### src/rtl/pipe_pkg.sv
// Shared types for the elastic pipeline-stage register: FSM state encoding,
// packed control payload and the bubble value used when a beat is squashed.
package pipe_pkg;

  typedef enum logic [1:0] {
    EMPTY = 2'd0,
    ONE   = 2'd1,
    TWO   = 2'd2
  } state_t;

  typedef struct packed {
    logic       regwrite;
    logic       memtoreg;
    logic       memwrite;
    logic       branch;
    logic [1:0] alucontrol;
    logic       alusrc;
    logic       regdst;
  } ctrl_t;

  localparam int CTRL_BITS = $bits(ctrl_t);

  // An all-zero control word cannot write the register file or memory.
  localparam ctrl_t CTRL_BUBBLE = '0;

endpackage

### src/rtl/pipe_stage_elastic_sat_counter.sv
// Saturating up-counter with asynchronous active-low clear; it sticks at its
// maximum value instead of wrapping.
module sat_counter #(
  parameter int W = 16
) (
  input  logic         clk,
  input  logic         rst_n,
  input  logic         inc,
  output logic [W-1:0] count
);

  always_ff @(posedge clk or negedge rst_n) begin
    if (!rst_n) begin
      count <= '0;
    end else if (inc && (count != {W{1'b1}})) begin
      count <= count + W'(1);
    end
  end

endmodule

### src/rtl/pipe_stage_elastic.sv
// Elastic pipeline-stage register: valid/ready handshake, optional 2-entry skid
// buffer, synchronous flush to a bubble and a saturating stall-cycle counter.
module pipe_stage_elastic
  import pipe_pkg::*;
#(
  parameter int DATA_W  = 32,
  parameter int CTRL_W  = CTRL_BITS,
  parameter bit SKID_EN = 1'b1,
  parameter int CNT_W   = 16
) (
  input  logic              clk,
  input  logic              rst_n,
  input  logic              in_valid,
  output logic              in_ready,
  input  logic [DATA_W-1:0] in_data,
  input  logic [CTRL_W-1:0] in_ctrl,
  input  logic              flush,
  output logic              out_valid,
  input  logic              out_ready,
  output logic [DATA_W-1:0] out_data,
  output logic [CTRL_W-1:0] out_ctrl,
  output logic [1:0]        occupancy,
  output logic [CNT_W-1:0]  stall_cycles,
  output state_t            state_dbg
);

  // Handshake contract: a beat moves on a port only in a cycle where both
  // valid and ready are high at the rising edge; valid never waits on ready.

  state_t            state_q, state_d;
  logic              main_valid, skid_valid;
  logic              acc, take;
  logic              load_main, load_skid, skid_to_main;
  logic [DATA_W-1:0] main_data, skid_data;
  logic [CTRL_W-1:0] main_ctrl, skid_ctrl;

  assign main_valid = (state_q != EMPTY);
  assign skid_valid = (state_q == TWO);

  // With the skid buffer in_ready depends only on state, breaking the
  // combinational path from out_ready back upstream.
  assign in_ready  = SKID_EN ? !skid_valid : (!main_valid || out_ready);
  assign out_valid = main_valid;
  assign acc       = in_valid && in_ready;
  assign take      = out_valid && out_ready;

  always_comb begin
    state_d      = state_q;
    load_main    = 1'b0;
    load_skid    = 1'b0;
    skid_to_main = 1'b0;
    if (flush) begin
      state_d = EMPTY;
    end else if (SKID_EN) begin
      case (state_q)
        EMPTY: begin
          if (acc) begin
            state_d   = ONE;
            load_main = 1'b1;
          end
        end
        ONE: begin
          if (acc && take) begin
            load_main = 1'b1;
          end else if (acc) begin
            state_d   = TWO;
            load_skid = 1'b1;
          end else if (take) begin
            state_d = EMPTY;
          end
        end
        TWO: begin
          if (take) begin
            state_d      = ONE;
            skid_to_main = 1'b1;
          end
        end
        default: state_d = EMPTY;
      endcase
    end else begin
      if (acc) begin
        state_d   = ONE;
        load_main = 1'b1;
      end else if (take) begin
        state_d = EMPTY;
      end
    end
  end

  always_ff @(posedge clk or negedge rst_n) begin
    if (!rst_n) begin
      state_q <= EMPTY;
    end else begin
      state_q <= state_d;
    end
  end

  // Datapath payload carries no reset; stale values are harmless once invalid.
  always_ff @(posedge clk) begin
    if (load_main) begin
      main_data <= in_data;
    end else if (skid_to_main) begin
      main_data <= skid_data;
    end
    if (load_skid) begin
      skid_data <= in_data;
    end
  end

  always_ff @(posedge clk or negedge rst_n) begin
    if (!rst_n) begin
      main_ctrl <= CTRL_W'(CTRL_BUBBLE);
      skid_ctrl <= CTRL_W'(CTRL_BUBBLE);
    end else if (flush) begin
      main_ctrl <= CTRL_W'(CTRL_BUBBLE);
      skid_ctrl <= CTRL_W'(CTRL_BUBBLE);
    end else begin
      if (load_main) begin
        main_ctrl <= in_ctrl;
      end else if (skid_to_main) begin
        main_ctrl <= skid_ctrl;
      end
      if (load_skid) begin
        skid_ctrl <= in_ctrl;
      end
    end
  end

  assign out_data  = main_data;
  assign out_ctrl  = out_valid ? main_ctrl : CTRL_W'(CTRL_BUBBLE);
  assign occupancy = {1'b0, main_valid} + {1'b0, skid_valid};
  assign state_dbg = state_q;

  sat_counter #(
    .W(CNT_W)
  ) u_stall_cnt (
    .clk  (clk),
    .rst_n(rst_n),
    .inc  (out_valid && !out_ready && !flush),
    .count(stall_cycles)
  );

endmodule

### config.mk
export PLATFORM = sky130hd
export DESIGN_NAME = pipe_stage_elastic
export DESIGN_NICKNAME = d
export VERILOG_FILES = /design/src/rtl/pipe_pkg.sv /design/src/rtl/pipe_stage_elastic_sat_counter.sv /design/src/rtl/pipe_stage_elastic.sv
export SDC_FILE = /design/constraint.sdc
export NUM_CORES = 1
export LEC_CHECK = 0
export ABC_AREA = 1
export BUFFER_PORTS_ARGS = -buffer_cell sky130_fd_sc_hd__buf_2
export CORE_MARGIN = 3
export CORE_UTILIZATION = 42
export DETAILED_ROUTE_END_ITERATION = 12
export PLACE_DENSITY = 0.79
export SYNTH_ARGS = -nofsm -noshare
export SYNTH_HDL_FRONTEND = slang
export SYNTH_SLANG_ARGS = --single-unit
### constraint.sdc
create_clock -name clk -period 3.4 [get_ports clk]
set_clock_uncertainty 0.05 [all_clocks]
set_input_delay 0.17 -clock clk [delete_from_list [all_inputs] [get_ports clk]]
set_output_delay 0.17 -clock clk [all_outputs]
set_load 0.1 [all_outputs]
Word level (Yosys, flattened, before mapping)
Cells that the tools add are included.
{"block": "op_classes", "shift": 0, "eq_ne": 7, "reduce_logical": 15, "n_mux": 25, "n_bitwise": 0, "magnitude_cmp": 0, "add_sub_neg": 2, "multipliers": 0, "n_div": 0}
{"cell": "$mux 32", "count": 2}
{"cell": "$mux 8", "count": 6}
{"cell": "$add 16x1->16 const B", "count": 1}
{"cell": "$ne 16x16->1 const B", "count": 1}
{"cell": "$mux 2", "count": 6}
{"cell": "$mux 1", "count": 9}
{"cell": "$logic_and 1x1->1", "count": 6}
{"cell": "$ne 3x3->1 const B", "count": 2}
{"cell": "$pmux 2 s3", "count": 1}
{"cell": "$reduce_bool 2->1", "count": 3}
{"cell": "$ne 4x4->1 const B", "count": 1}
{"cell": "$reduce_and 4->1", "count": 1}
{"cell": "$logic_not 1->1", "count": 3}
{"cell": "$ne 3x2->1 const B", "count": 1}
{"cell": "$reduce_bool 3->1", "count": 1}
{"cell": "$add 1x1->2", "count": 1}
{"cell": "$eq 2x1->1 const B", "count": 1}
{"cell": "$eq 2x2->1 const B", "count": 1}
{"cell": "$logic_not 2->1", "count": 1}
{"cell": "$pmux 1 s2", "count": 1}
{"block": "totals", "rom_bits": 0, "latchBits": 0, "out_inout_bits": 62, "wordCells": 55, "memories": 0, "reg_bits": 98, "mem_bits_rw": 0, "inputBits": 45}

Longest topological paths before layout
{"block": "depth", "ltp_word": 9, "depth_mapped": 9, "mapped_depth_nobuf": 8}

By module
Synthesis repeated with hierarchy kept, for this count alone.
{"block": "unflattened", "hier_cells": 460, "area_unflattened_um2": 4411.7}
{"mod": "pipe_stage_elastic", "cells_each": 311, "area_per_inst_um2": 3353.2, "n_inst": 1, "seq_area_each_um2": 2372.3}
{"mod": "sat_counter", "cells_each": 149, "area_per_inst_um2": 1058.5, "n_inst": 1, "seq_area_each_um2": 400.4}

Least setup slack after synthesis
OpenSTA, ideal clock, no wires.
{"block": "synth_path", "kind": "register to register", "from": "reg state_q[1] (netlist: state_dbg[1])", "to": "reg main_data[0] (netlist: out_data[0]), enable pin", "setup_slack_ns": -2.137, "required_time_ns": 2.884, "synth_period_minus_slack_ns": 5.537, "path_stages_with_launch": 5, "n_path_buf": 0, "setup_ns": 0.466, "arrival_time_ns": 5.021, "cell_sequence": "dfrtp_1 > inv_1 > nor2_1 > nand2_1 > o21ai_0"}
{"block": "synth_between", "elab_chain_len": 8, "elab_cells_between_ends": 16, "classes_between": "2 x eq/ne; 7 x mux; 7 x reduce/logical"}
{"item": "start, declared", "line": "pipe_stage_elastic.sv:30", "source": "state_t state_q, state_d;"}
{"item": "start signal, assigned", "line": "pipe_stage_elastic.sv:94", "source": "state_q <= state_d;"}
{"item": "$eq 2x2->1", "line": "pipe_stage_elastic.sv:38, pipe_stage_elastic.sv:55"}
{"item": "$logic_not 1->1", "line": "pipe_stage_elastic.sv:42", "source": "assign in_ready = SKID_EN ? !skid_valid : (!main_valid || out_ready);"}
{"item": "$logic_and 1x1->1", "line": "pipe_stage_elastic.sv:44", "source": "assign acc = in_valid && in_ready;"}
{"item": "$logic_and 1x1->1", "line": "pipe_stage_elastic.sv:63", "source": "if (acc && take) begin"}
{"item": "$mux 1", "line": "pipe_stage_elastic.sv:63"}
{"item": "$pmux 1 s2", "line": "pipe_stage_elastic.sv:55", "source": "case (state_q)"}
{"item": "$mux 1", "line": "pipe_stage_elastic.sv:52", "source": "if (flush) begin"}
{"item": "$reduce_bool 2->1 (no source line) *"}
{"item": "end signal, assigned", "line": "pipe_stage_elastic.sv:101", "source": "main_data <= in_data;"}
{"item": "end signal, assigned", "line": "pipe_stage_elastic.sv:103", "source": "main_data <= skid_data;"}
{"item": "end, declared", "line": "pipe_stage_elastic.sv:34", "source": "logic [DATA_W-1:0] main_data, skid_data;"}
Mark *: on every way between the ends. The rest lies on a longest branch, timed or not.
A chain may end at the register's enable or synchronous reset.

Final worst setup path
{"block": "layout_path", "from": "reg state_q[0] (netlist: state_dbg[0])", "to": "out occupancy[0]"}
{"block": "layout_between", "elab_chain_len": 2, "elab_cells_between_ends": 3, "classes_between": "1 x add/sub; 1 x eq/ne; 1 x reduce/logical"}
{"item": "$eq 2x2->1 / $reduce_bool 2->1 (equally long branches)", "line": "pipe_stage_elastic.sv:38, pipe_stage_elastic.sv:37"}
{"item": "$add 1x1->2 *", "line": "pipe_stage_elastic.sv:131", "source": "assign occupancy = {1'b0, main_valid} + {1'b0, skid_valid};"}
{"item": "end, declared", "line": "pipe_stage_elastic.sv:22", "source": "output logic [1:0] occupancy,"}
Marked as above.

==> impl_metrics.yaml <==
timing:
  setup_viol: 0
  rsz0062_at_grt: "false"
  worst_slew_pin_slew_ns: 1.01
  slew_headroom: 0.325
  hold_violations: 0
  slew_violations: 0
  fmax_mhz: 412
  fin_setup_tns_ns: 0
  period_share: 0.714
  fin_crit_ns: 2.43
yosys:
  synth_top_area_share: 0.443
  synthCells: 439
  ys_seq_area_frac: 0.638
  ys_warn_count: 0
  synth_area_leaders: "edfxtp_1 (44%), dfrtp_1 (20%), nand2_1 (16%)"
  syn_area_per_cell_um2: 9.89
  yosysTopAreaCell: "edfxtp_1"
  syn_area_um2: 4340
  ys_types: 23
  syn_nets: 486
  synth_seq_cells: 98
hold_path:
  hold_depth: 3
  holdPathEnd: "skid_ctrl[2]"
  hold_class: "input pin to register"
  hp-start: "in_ctrl[2]"
cts:
  cts_root_buf: "clkbuf_8"
  numCtsBuffers: 9
  cts.path.max_buffers: 2
  cts_tree: "yes"
  htreeDepth: 3
  cts_resized: 0
  clkSlewWorstSetupHoldPaths_ns: 0.09
  hold_buffers: 33
  clkLatencyLatePin_ns: 0.37
  cts_setup_buffers: 0
  clock_sinks: 98
place:
  detailedPlacementHpwl_mm: 6.52
  portBuffers: 106
  dp_cells: 670
  gp_congestion: 0.851
global_route:
  grt_overflow: 0
  antenna_found_initial: 0
  grt_pass1_vias: 3239
  grt_pass1_wl_mm: 15.5
  grt_use_total: 0.171
  grt_max_degree: 35
setup_path:
  endpoint_kind: "output port"
  cp_slowest_cell: "nor2_2"
  path_max_fanout: 11
  ff2ff_setup_slack_ns: 1.28
  path_class: "register to output port"
  max_stage_delay_ns: 0.49
  crit_path_start_kind: "register"
  r2r-end: "out_data[26]"
  path_depth: 5
  crit_family: "buffers and inverters"
  reg2reg_from: "state_dbg[1]"
  crit_chain: "nor2_2, inv_2, ha_1, inv_1, buf_2"
  ff2ff_path_depth: 6
  cp_data_arrival_time_ns: 2.21
  crit_required_ns: 3.18
  cp_num_buf_inv: 3
floorplan:
  die_w_um: 108
  start_util: 0.438
  dieArea_um2: 11600
  num_rows: 36
  coreArea_um2: 9910
  io_pins: 107
  die_height_um: 108
cells_and_area:
  final_common_cell: "nand2_1"
  final_layout_size_suffix_gt1_frac: 0.249
  antenna-diode-count: 0
  fin_cells: 719
  layout_common_cells: "nand2_1 (185), buf_2 (106), edfxtp_1 (64)"
  num-nets-final: 628
  areaGrowthSynthToFinish_pct: 26.5
routing:
  dr.pass1.iters: 7
  drt-wirelength-per-cell_um: 13.4
  routed_wl_mm: 9.67
  vias_per_cell: 4.76
  vias: 3425
  drc: 0
  ant_nets: 0
  drt_iter0_drc: 163
job:
  maxCapViolations: 0
power:
  worst_ir_drop_vdd_uv: 715
  power.leakage_nw: 2.53
  powerDensity_nw_per_um2: 665
run_status:
  status: "finished, final reports clean"
==> logic make-up after synthesis <==
logic type	Yosys count	synth area share
flops	98	0.638
buf+inv	56	0.0573
xor+xnor	8	0.0161
fa+ha+maj	2	0.00576
simple gates	249	0.242
compound gates	26	0.0406
==> tightest hold or removal path: cells and delay by family <==
| family | cells | cell delay (ns) |
|---|---|---|
| compound gates | 1 | 0.07 |
| buf+inv | 2 | 0.15 |
==> layer usage <==
metal  routed length, um  global-route usage  vias to the layer above
li1                    -                   -                     1709
met1                4120               0.215                     1582
met2                4730               0.283                      116
met3                 561              0.0354                       18
met4                 256              0.0821                        0
met5                   0                   0                        -
==> synthesized netlist by cell type <==
cell type / n
clkbuf_1: 2
nand3_2: 3
nor2_2: 2
o22ai_1: 16
inv_1: 41
nor3_1: 1
nor2_1: 27
ha_1: 2
inv_2: 5
xor2_1: 8
buf_4: 4
buf_2: 1
o21ai_0: 3
o21ai_2: 7
nand2_1: 185
nand3_4: 1
nand2_4: 3
nor3_4: 1
buf_6: 3
dfrtp_1: 34
nand3_1: 19
nand4_1: 7
edfxtp_1: 64
==> through the flow <==
step           instance area [um2]  total power [W]  hold slack (ns)  utilization  worst slack, ns
5_1_grt                       5500          0.00383           0.0182        0.555            0.833
2_1_floorplan                 4360          0.00275           -0.176            -          0.00153
3_3_place_gp                  5000          0.00296            0.223        0.504             1.42
4_1_cts                       5500          0.00367          0.00254        0.555            0.943
3_5_place_dp                  5000          0.00299            0.231        0.504             1.33
6_report                      5500          0.00365           0.0197        0.555            0.972
==> registers in the layout, indices dropped and copies added, names as in the netlist <==
name,count
out_data,32
skid_data,32
u_stall_cnt.count,16
main_ctrl,8
skid_ctrl,8
state_dbg,2
==> where the power goes <==
part / internal [W] / switching [W] / total [W]
Combinational: 0.000252 / 0.00122 / 0.00147
Clock: 0.000263 / 0.000395 / 0.000659
Sequential: 0.00142 / 0.0000975 / 0.00152
Total: 0.00194 / 0.00171 / 0.00365
==> worst max path at each step <==
| stage | from | endpoint | slack, ns |
|---|---|---|---|
| 4_1_cts | state_dbg[0] | occupancy[0] | 0.94 |
| 5_1_grt | state_dbg[0] | occupancy[0] | 0.83 |
| 3_3_place_gp | state_dbg[0] | out_data[17] | 1.42 |
| 6_report | state_dbg[0] | occupancy[0] | 0.97 |
| 3_5_place_dp | state_dbg[0] | out_data[15] | 1.33 |
| 2_1_floorplan | state_dbg[0] | occupancy[0] | 0.002 |
==> cell type report <==
type | instances | area (um2)
fill | 874 | 4410
sequential | 98 | 2770
multi-input combinational | 285 | 1340
timing repair buffer | 141 | 876
inverter | 46 | 173
tap | 133 | 166
clock buffer | 9 | 124
clock inverter | 7 | 42.5
Power figures use the tool's default switching activity.
